$ cat src/rtl/aes_ingress_queue.sv
// Word-serial AES key/plaintext assembler with a DEPTH-entry plaintext queue and engine start handshake.
// Optional completed-block counter enabled by defining AES_INGRESS_STATS_EN.
module aes_ingress_queue #(
  parameter int DIN_W = 8,
  parameter int DEPTH = 4
) (
  input  logic                       clk,
  input  logic                       rst_,
  input  logic [DIN_W-1:0]           din,
  input  logic [1:0]                 cmd,
  input  logic                       transformer_done,
  output logic                       ready,
  output logic                       cmd_err,
  output logic [127:0]               key_out,
  output logic                       key_valid,
  output logic [127:0]               plain_out,
  output logic                       engine_start,
  output logic [$clog2(DEPTH):0]     level,
  output logic [15:0]                blk_count
);

  localparam int WPB = 128 / DIN_W;
  localparam int CW  = (WPB > 1) ? $clog2(WPB) : 1;
  localparam int PW  = $clog2(DEPTH);
  localparam int LW  = PW + 1;

  typedef enum logic {IDLE, BUSY} state_t;

  state_t          state;
  logic [CW-1:0]   wcnt;
  logic            part_pt;
  logic [127:0]    asm_q;
  logic [127:0]    mem [DEPTH];
  logic [PW-1:0]   wp, rp;

  logic            is_word, is_pt, is_abort, allowed, accept, mismatch, last, push, pop;
  logic [CW-1:0]   slot;
  logic [6:0]      idx;
  logic [127:0]    blk;
  logic [LW-1:0]   level_nxt;

  always_comb begin
    is_word  = (cmd == 2'b01) || (cmd == 2'b10);
    is_pt    = (cmd == 2'b10);
    is_abort = (cmd == 2'b11);
    allowed  = is_pt ? ready : ((state == IDLE) && (level == '0));
    accept   = is_word && allowed;
    // An accepted word of the other type throws away the partial and restarts at word 0
    mismatch = accept && (wcnt != '0) && (part_pt != is_pt);
    slot     = mismatch ? '0 : wcnt;
    last     = accept && (slot == CW'(WPB - 1));
    idx      = 7'((WPB - 1 - int'(slot)) * DIN_W);
    blk      = asm_q;
    blk[idx +: DIN_W] = din;
    push     = last && is_pt;
    pop      = (state == BUSY) && transformer_done && !is_abort;
    level_nxt = level + LW'(push) - LW'(pop);
  end

  assign plain_out = mem[rp];

  always_ff @(posedge clk) begin
    if (rst_) begin
      state        <= IDLE;
      wcnt         <= '0;
      part_pt      <= 1'b0;
      asm_q        <= '0;
      wp           <= '0;
      rp           <= '0;
      level        <= '0;
      ready        <= 1'b0;
      cmd_err      <= 1'b0;
      key_out      <= '0;
      key_valid    <= 1'b0;
      engine_start <= 1'b0;
      for (int i = 0; i < DEPTH; i++) mem[i] <= '0;
    end else begin
      cmd_err      <= is_word && (!allowed || mismatch);
      engine_start <= 1'b0;
      if (is_abort) begin
        // Key survives abort; everything queued or half-assembled is dropped
        wcnt  <= '0;
        wp    <= '0;
        rp    <= '0;
        level <= '0;
        ready <= 1'b1;
        state <= IDLE;
      end else begin
        if (accept) begin
          asm_q   <= blk;
          part_pt <= is_pt;
          wcnt    <= last ? '0 : slot + 1'b1;
        end
        if (last && !is_pt) begin
          key_out   <= blk;
          key_valid <= 1'b1;
        end
        if (push) begin
          mem[wp] <= blk;
          wp      <= wp + 1'b1;
        end
        if (pop) rp <= rp + 1'b1;
        level <= level_nxt;
        ready <= (level_nxt != LW'(DEPTH));
        case (state)
          IDLE: if ((level != '0) && key_valid) begin
            state        <= BUSY;
            engine_start <= 1'b1;
          end
          BUSY: if (pop) state <= IDLE;
          default: state <= IDLE;
        endcase
      end
    end
  end

`ifdef AES_INGRESS_STATS_EN
  always_ff @(posedge clk) begin
    if (rst_)     blk_count <= '0;
    else if (pop) blk_count <= blk_count + 16'd1;
  end
`else
  assign blk_count = '0;
`endif

endmodule
$ cat config.mk
export PLATFORM = sky130hd
export DESIGN_NAME = aes_ingress_queue
export DESIGN_NICKNAME = d
export VERILOG_FILES = /design/src/rtl/aes_ingress_queue.sv
export SDC_FILE = /design/constraint.sdc
export NUM_CORES = 1
export LEC_CHECK = 0
export ABC_CLOCK_PERIOD_IN_PS = 10400
export CAP_MARGIN = 5
export CORE_UTILIZATION = 50
export DETAILED_ROUTE_END_ITERATION = 6
export PLACE_DENSITY = 0.71
export SYNTH_ARGS = -nofsm -noshare
export SYNTH_HDL_FRONTEND = slang
export SYNTH_SLANG_ARGS = --single-unit
$ cat constraint.sdc
create_clock -name clk -period 10.4 [get_ports clk]
set_clock_uncertainty 0.15 [all_clocks]
set_input_delay 2.08 -clock clk [delete_from_list [all_inputs] [get_ports clk]]
set_output_delay 2.08 -clock clk [all_outputs]
set_load 0.03 [all_outputs]
## Yosys cells after proc, flatten, opt, wreduce, memory -nomap -nowiden

Memories as Yosys holds them, arrays and structs flattened. A register that Yosys moved wholly into a read port is not among the register bits.
Index checks and enable logic that the tools add are counted.

- Register bits after elaboration: 273
- RAM bits: 512
- Output and inout port bits: 279
- Logic and storage cells: 73
- Memories kept: 1

Memories:

| name | depth | bits a word | rd ports | clocked after memory_dff | write ports | RTL line | text |
|---|---|---|---|---|---|---|---|
| mem | 4 | 128 | 1 | 1 | 4 | 33 | `logic [127:0] mem [DEPTH];` |

- Add/sub/neg operators: 7
- Equality and inequality tests: 6
- Shift-type cells: 2
- Mux-type cells: 19
- Bitwise operators: 2
- Reduce and logical (&&, ||, !) cells: 24

Operators by type and width:

| kind | count |
|---|---|
| $bwmux W128 | 1 |
| $mux W128 | 1 |
| $reduce_or A128 Y1 | 1 |
| $shift A8 B9 Y128 const A | 1 |
| $shiftx A8 B9 Y128 | 1 |
| $logic_and A1 B1 Y1 | 11 |
| $mux W1 | 11 |
| $neg A7 Y9 | 1 |
| $mux W4 | 2 |
| $mux W2 | 3 |
| $add A2 B1 Y2 const B | 2 |
| $add A4 B1 Y4 const B | 1 |
| $eq A2 B2 Y1 const B | 2 |
| $eq A4 B4 Y1 const B | 1 |
| $reduce_and A2 Y1 | 2 |
| $reduce_bool A4 Y1 | 1 |
| $sub A4 B4 Y4 const A | 1 |
| $add A3 B1 Y3 | 1 |
| $logic_not A1 Y1 | 3 |
| $logic_not A3 Y1 | 1 |
| $ne A3 B3 Y1 const B | 1 |
| $reduce_bool A3 Y1 | 1 |
| $reduce_or A3 Y1 | 1 |
| $sub A3 B1 Y3 | 1 |
| 6 further kinds | 8 |

## Depth between registers and ports, before layout

- Word-level depth: 16
- Depth in mapped cells: 19
- Gate-level depth less buffers: 16

## Worst setup path after synthesis

No wires, ideal clock.

- Path type: input to register
- Start: in cmd[0]
- End: mem mem[0][0] (enable)
- Setup time: 0.510 ns
- Arrival time: 7.769 ns
- Path slack: 1.971 ns
- Stages: 15
- Path through: inv_1 > ha_1 > and3b_1 > a21oi_4 > buf_4 > nor2_1 > nor2_1 > ha_1 > buf_2 > nand3_1 > nor3_4 > nand2_2 > or3_1 > buf_2 > nand2b_1

RTL lines:

| element | RTL line | text |
|---|---|---|
| start, declared | 10 | `input logic [1:0] cmd,` |
| end, declared | 33 |  |

==> impl_results.md <==
* Status: finished, final reports clean
* Switching pwr at around 1.5 mW
* Die X at 262 microns
* Synthesized instance count at 2,617
* Syn Area/Cell at 12.9 sq um
* Post-Synth XOR/XNOR Area at 0.00415
* Largest cells by area after synthesis: edfxtp_1 46%, dfxtp_1 16%, mux4_2 8.5%
* Post-synth EDFFs at 512
* Clock latency on the worst-skew pair at 0.63 ns
* Die area at about 69,000 sq um
* Total number of vias at 22,577
* Post-route cell area at 39,900 sq um
* CTS tree: built
* Worst setup margin at 2.36 ns
* Setup_tns at 0 ns
* Arr. time, crit path at 8.14 ns
* Detailed Route WL at between 100,000 and 150,000 microns
* Initial antenna violation count at 3
* R2R depth at 14
* Min-delay worst type: flop to flop
* Area Growth Syn to Fin at 18.1%
* First DRT Iteration DRCs at 2,498
* Fraction of the mapped netlist area in simple logic gates at 0.139
* Cts bufs inserted at 80
* Post-synth cell types at 74
* Fin util at 0.602
* PortBufs at around 280
* Crit path max-delay family: simple AND/OR/NAND/NOR gates
* Max Clk Rate at 124 MHz
* Synth top area share at 0.456
* First-pass iteration count of the detailed router at 6
* Avg WL per Cell at 26.7 microns
* Critical path required time at about 10 ns
* CP Launch Type: primary input
* Core ar. at 66,200 sq um
* P per Cell Area at 171 nW/um^2
* Die H at 262 microns
* Largest net degree at the start of global routing at 112
* Clock power share at 0.435
* Post-synthesis sequential area ratio at 0.619
* CP endpoint kind: flop
* Static leakage at between 10 and 15 nW
* Post-CTS Resized at 0
* Fraction of the cycle the final worst path needs at 0.773
* Global Route Usage Sum at 0.294
* Critical Path Source: cmd[0]
* # DRC at 0
* Worst setup endpoint: mem[1][89]
* Post-CTS Hold Buffers at 0
* Crit Path Category: primary input to flop
* Post-CTS Setup Bufs at 0
* FF+latch count, synth at 787
* Most frequent cells in the layout: 512 x edfxtp_1, 304 x nor2_1, 274 x clkdlybuf4s50_1, 273 x dfxtp_1, 251 x a21oi_1
* R2R Setup Slk at roughly 4.4 ns
* Place WS at ~1.8 ns
* Cell Area, Placed at 37,100 sq um
* Sequential fraction of design power at 0.507
* H-tree depth at 3
* Clk pin slew, worst setup/hold paths at 0.06 ns
* Main combinational cell family by area after synthesis: multiplexers
* I/O pins at 292
* DP HPWL at 64,000 microns
* Crit-path most repeated cell: nor2_1
* Initial core utilization at 0.509
* Ratio of cells with drive above 1 in the final layout at 0.127
* First-pass GRT wire length at 147,000 microns
* Reg2reg end: mem[1][89]
* Cell type with the largest total area after synthesis: edfxtp_1
* Combinational share of power at 0.058
* Gr ovfl total at 0
* Internal power at 5.27 mW
* Crit path max fanout at 80
* # clock sinks at 787
* Final GP Congestion at 0.978
* Async S/R FF share, synth at 0
* Fin. Hold Viols at 0
* Max_slew headroom at 0.210
* Commonest non-fill, non-tap cell in the layout: edfxtp_1
* Max Cap Viol at 0
* Peak VDD IR at 0.000107 V
* Worst path slowest cell: nand2b_4
* CP Buf/Inv Count at 6
* Via density at 6.00
* Multiplexer area fraction after synthesis at 0.142
* Crit path depth at 17
* Number of antenna-violating nets in the routed design at 0
* Area share of fa/ha/maj cells after synthesis at 0.00319
* Sw Share at 0.225
* Final Slew Violations at 0
* Synth Warn # at 0
* Post-Syn Area at 33,700 sq um
* Reg-to-reg startpoint: level[0]
* Crit-path max cell delay at 0.72 ns
* Rows at 94
* Synth Area in Compound Gates at 0.0618
* Vias in the first global route at between 20,000 and 25,000
* Final min period at 8.04 ns
* Fillers at 5,101
* Power Total at 6.80 mW
* Slew @ Worst Pin at 1.18 ns
* Root Buffer Master: clkbuf_16
* Clk buf depth at 3
* Final setup violation count at 0
* CP cell instances: clkdlybuf4s50_1 > inv_1 > ha_1 > and3b_1 > a21oi_4 > nor2_1 > nor2_1 > ha_1 > nand3_1 > nor3_4 > buf_4 > inv_1 > nor2_1 > nand3b_1 > buf_4 > nand2b_4 > buf_12
* Main flop type after synthesis: edfxtp_1
* Nets at 2,849
* RSZ-0062 raised after global routing: no
[power by group through the flow]
| stage | Clock [mW] | Sequential, mW | Combinational (mW) |
|---|---|---|---|
| 6_report | 2.96 | 3.45 | 0.395 |
| 5_1_grt | 3.09 | 3.45 | 0.406 |
| 4_1_cts | 2.97 | 3.45 | 0.392 |
| 3_5_place_dp | 0 | 3.51 | 0.391 |
| 3_3_place_gp | 0 | 3.50 | 0.389 |
| 2_1_floorplan | 0 | 3.51 | 0.231 |
[sequential cells by signal, summed over array words and instances (netlist names), named ones only]
signal / flops
asm_q: 128
cmd_err: 1
engine_start: 1
key_out: 128
key_valid: 1
level: 3
mem: 512
part_pt: 1
ready: 1
rp: 2
state: 1
wcnt: 4
wp: 2
[per-layer routing]
layer | track usage | routed length (microns) | share of wire | up-vias
met5 | 0 | 0 | 0 | -
met1 | 0.401 | 39800 | 0.40 | 11336
met4 | 0.131 | 4300 | 0.043 | 0
li1 | - | - | - | 9893
met2 | 0.469 | 47800 | 0.48 | 1166
met3 | 0.0433 | 8640 | 0.086 | 182
[tightest hold or removal path: cells and delay by family, from the launching register on]
kind | cells | cell delay, ns
DFF | 1 | 0.30
and+or+nand+nor | 1 | 0.05
AOI/OAI and AO/OA | 1 | 0.05
[synth_stat cells, types with 12 or more instances]
cell      count
edfxtp_1    512
nor2_1      305
dfxtp_1     275
a21oi_1     251
nand2_1     220
mux2i_1     192
nand2b_1    139
mux4_2      128
clkbuf_1    118
and2_1       95
buf_2        42
and3_1       35
nand3_1      35
buf_4        28
o21ai_0      27
a211oi_1     19
nand4_1      17
buf_1        15
inv_1        12
o211ai_1     12
[kinds of logic after synthesis]
kind of cell,after synthesis
compound gates,348
xor+xnor,10
fa+ha+maj,8
buf+inv,221
flops,787
mux,320
other cells,1
simple gates,922
[worst min path at each step]
stage                startpoint           to  slack [ns]  cells past startpoint
finish              key_out[18]  key_out[18]        0.30                      2
global route        key_out[46]  key_out[46]        0.32                      2
CTS                 key_out[16]  key_out[16]        0.30                      2
detailed placement  key_out[16]  key_out[16]        0.30                      2
global placement    key_out[61]  key_out[61]        0.29                      2
floorplan             asm_q[72]  key_out[72]        0.29                      2
[through the flow]
step | hold WS, ns | std cells
after floorplan | 0.292 | 2632
after global placement | 0.292 | 3610
after detailed placement | 0.295 | 3610
after CTS | 0.303 | 3759
after global routing | 0.323 | 3759
final | 0.303 | 3761
[cell type report]
type	count	area (sq um)	area share
Multi-Input combinational cell	1624	12000	0.301
Tap cell	864	1080	0.0271
Timing Repair Buffer	322	3130	0.0786
Antenna cell	2	5.00	0.000126
Inverter	13	48.8	0.00122
Clock inverter	28	274	0.00688
Sequential cell	787	20900	0.524
Clock buffer	121	2430	0.0609
Power figures use the tool's default switching activity.
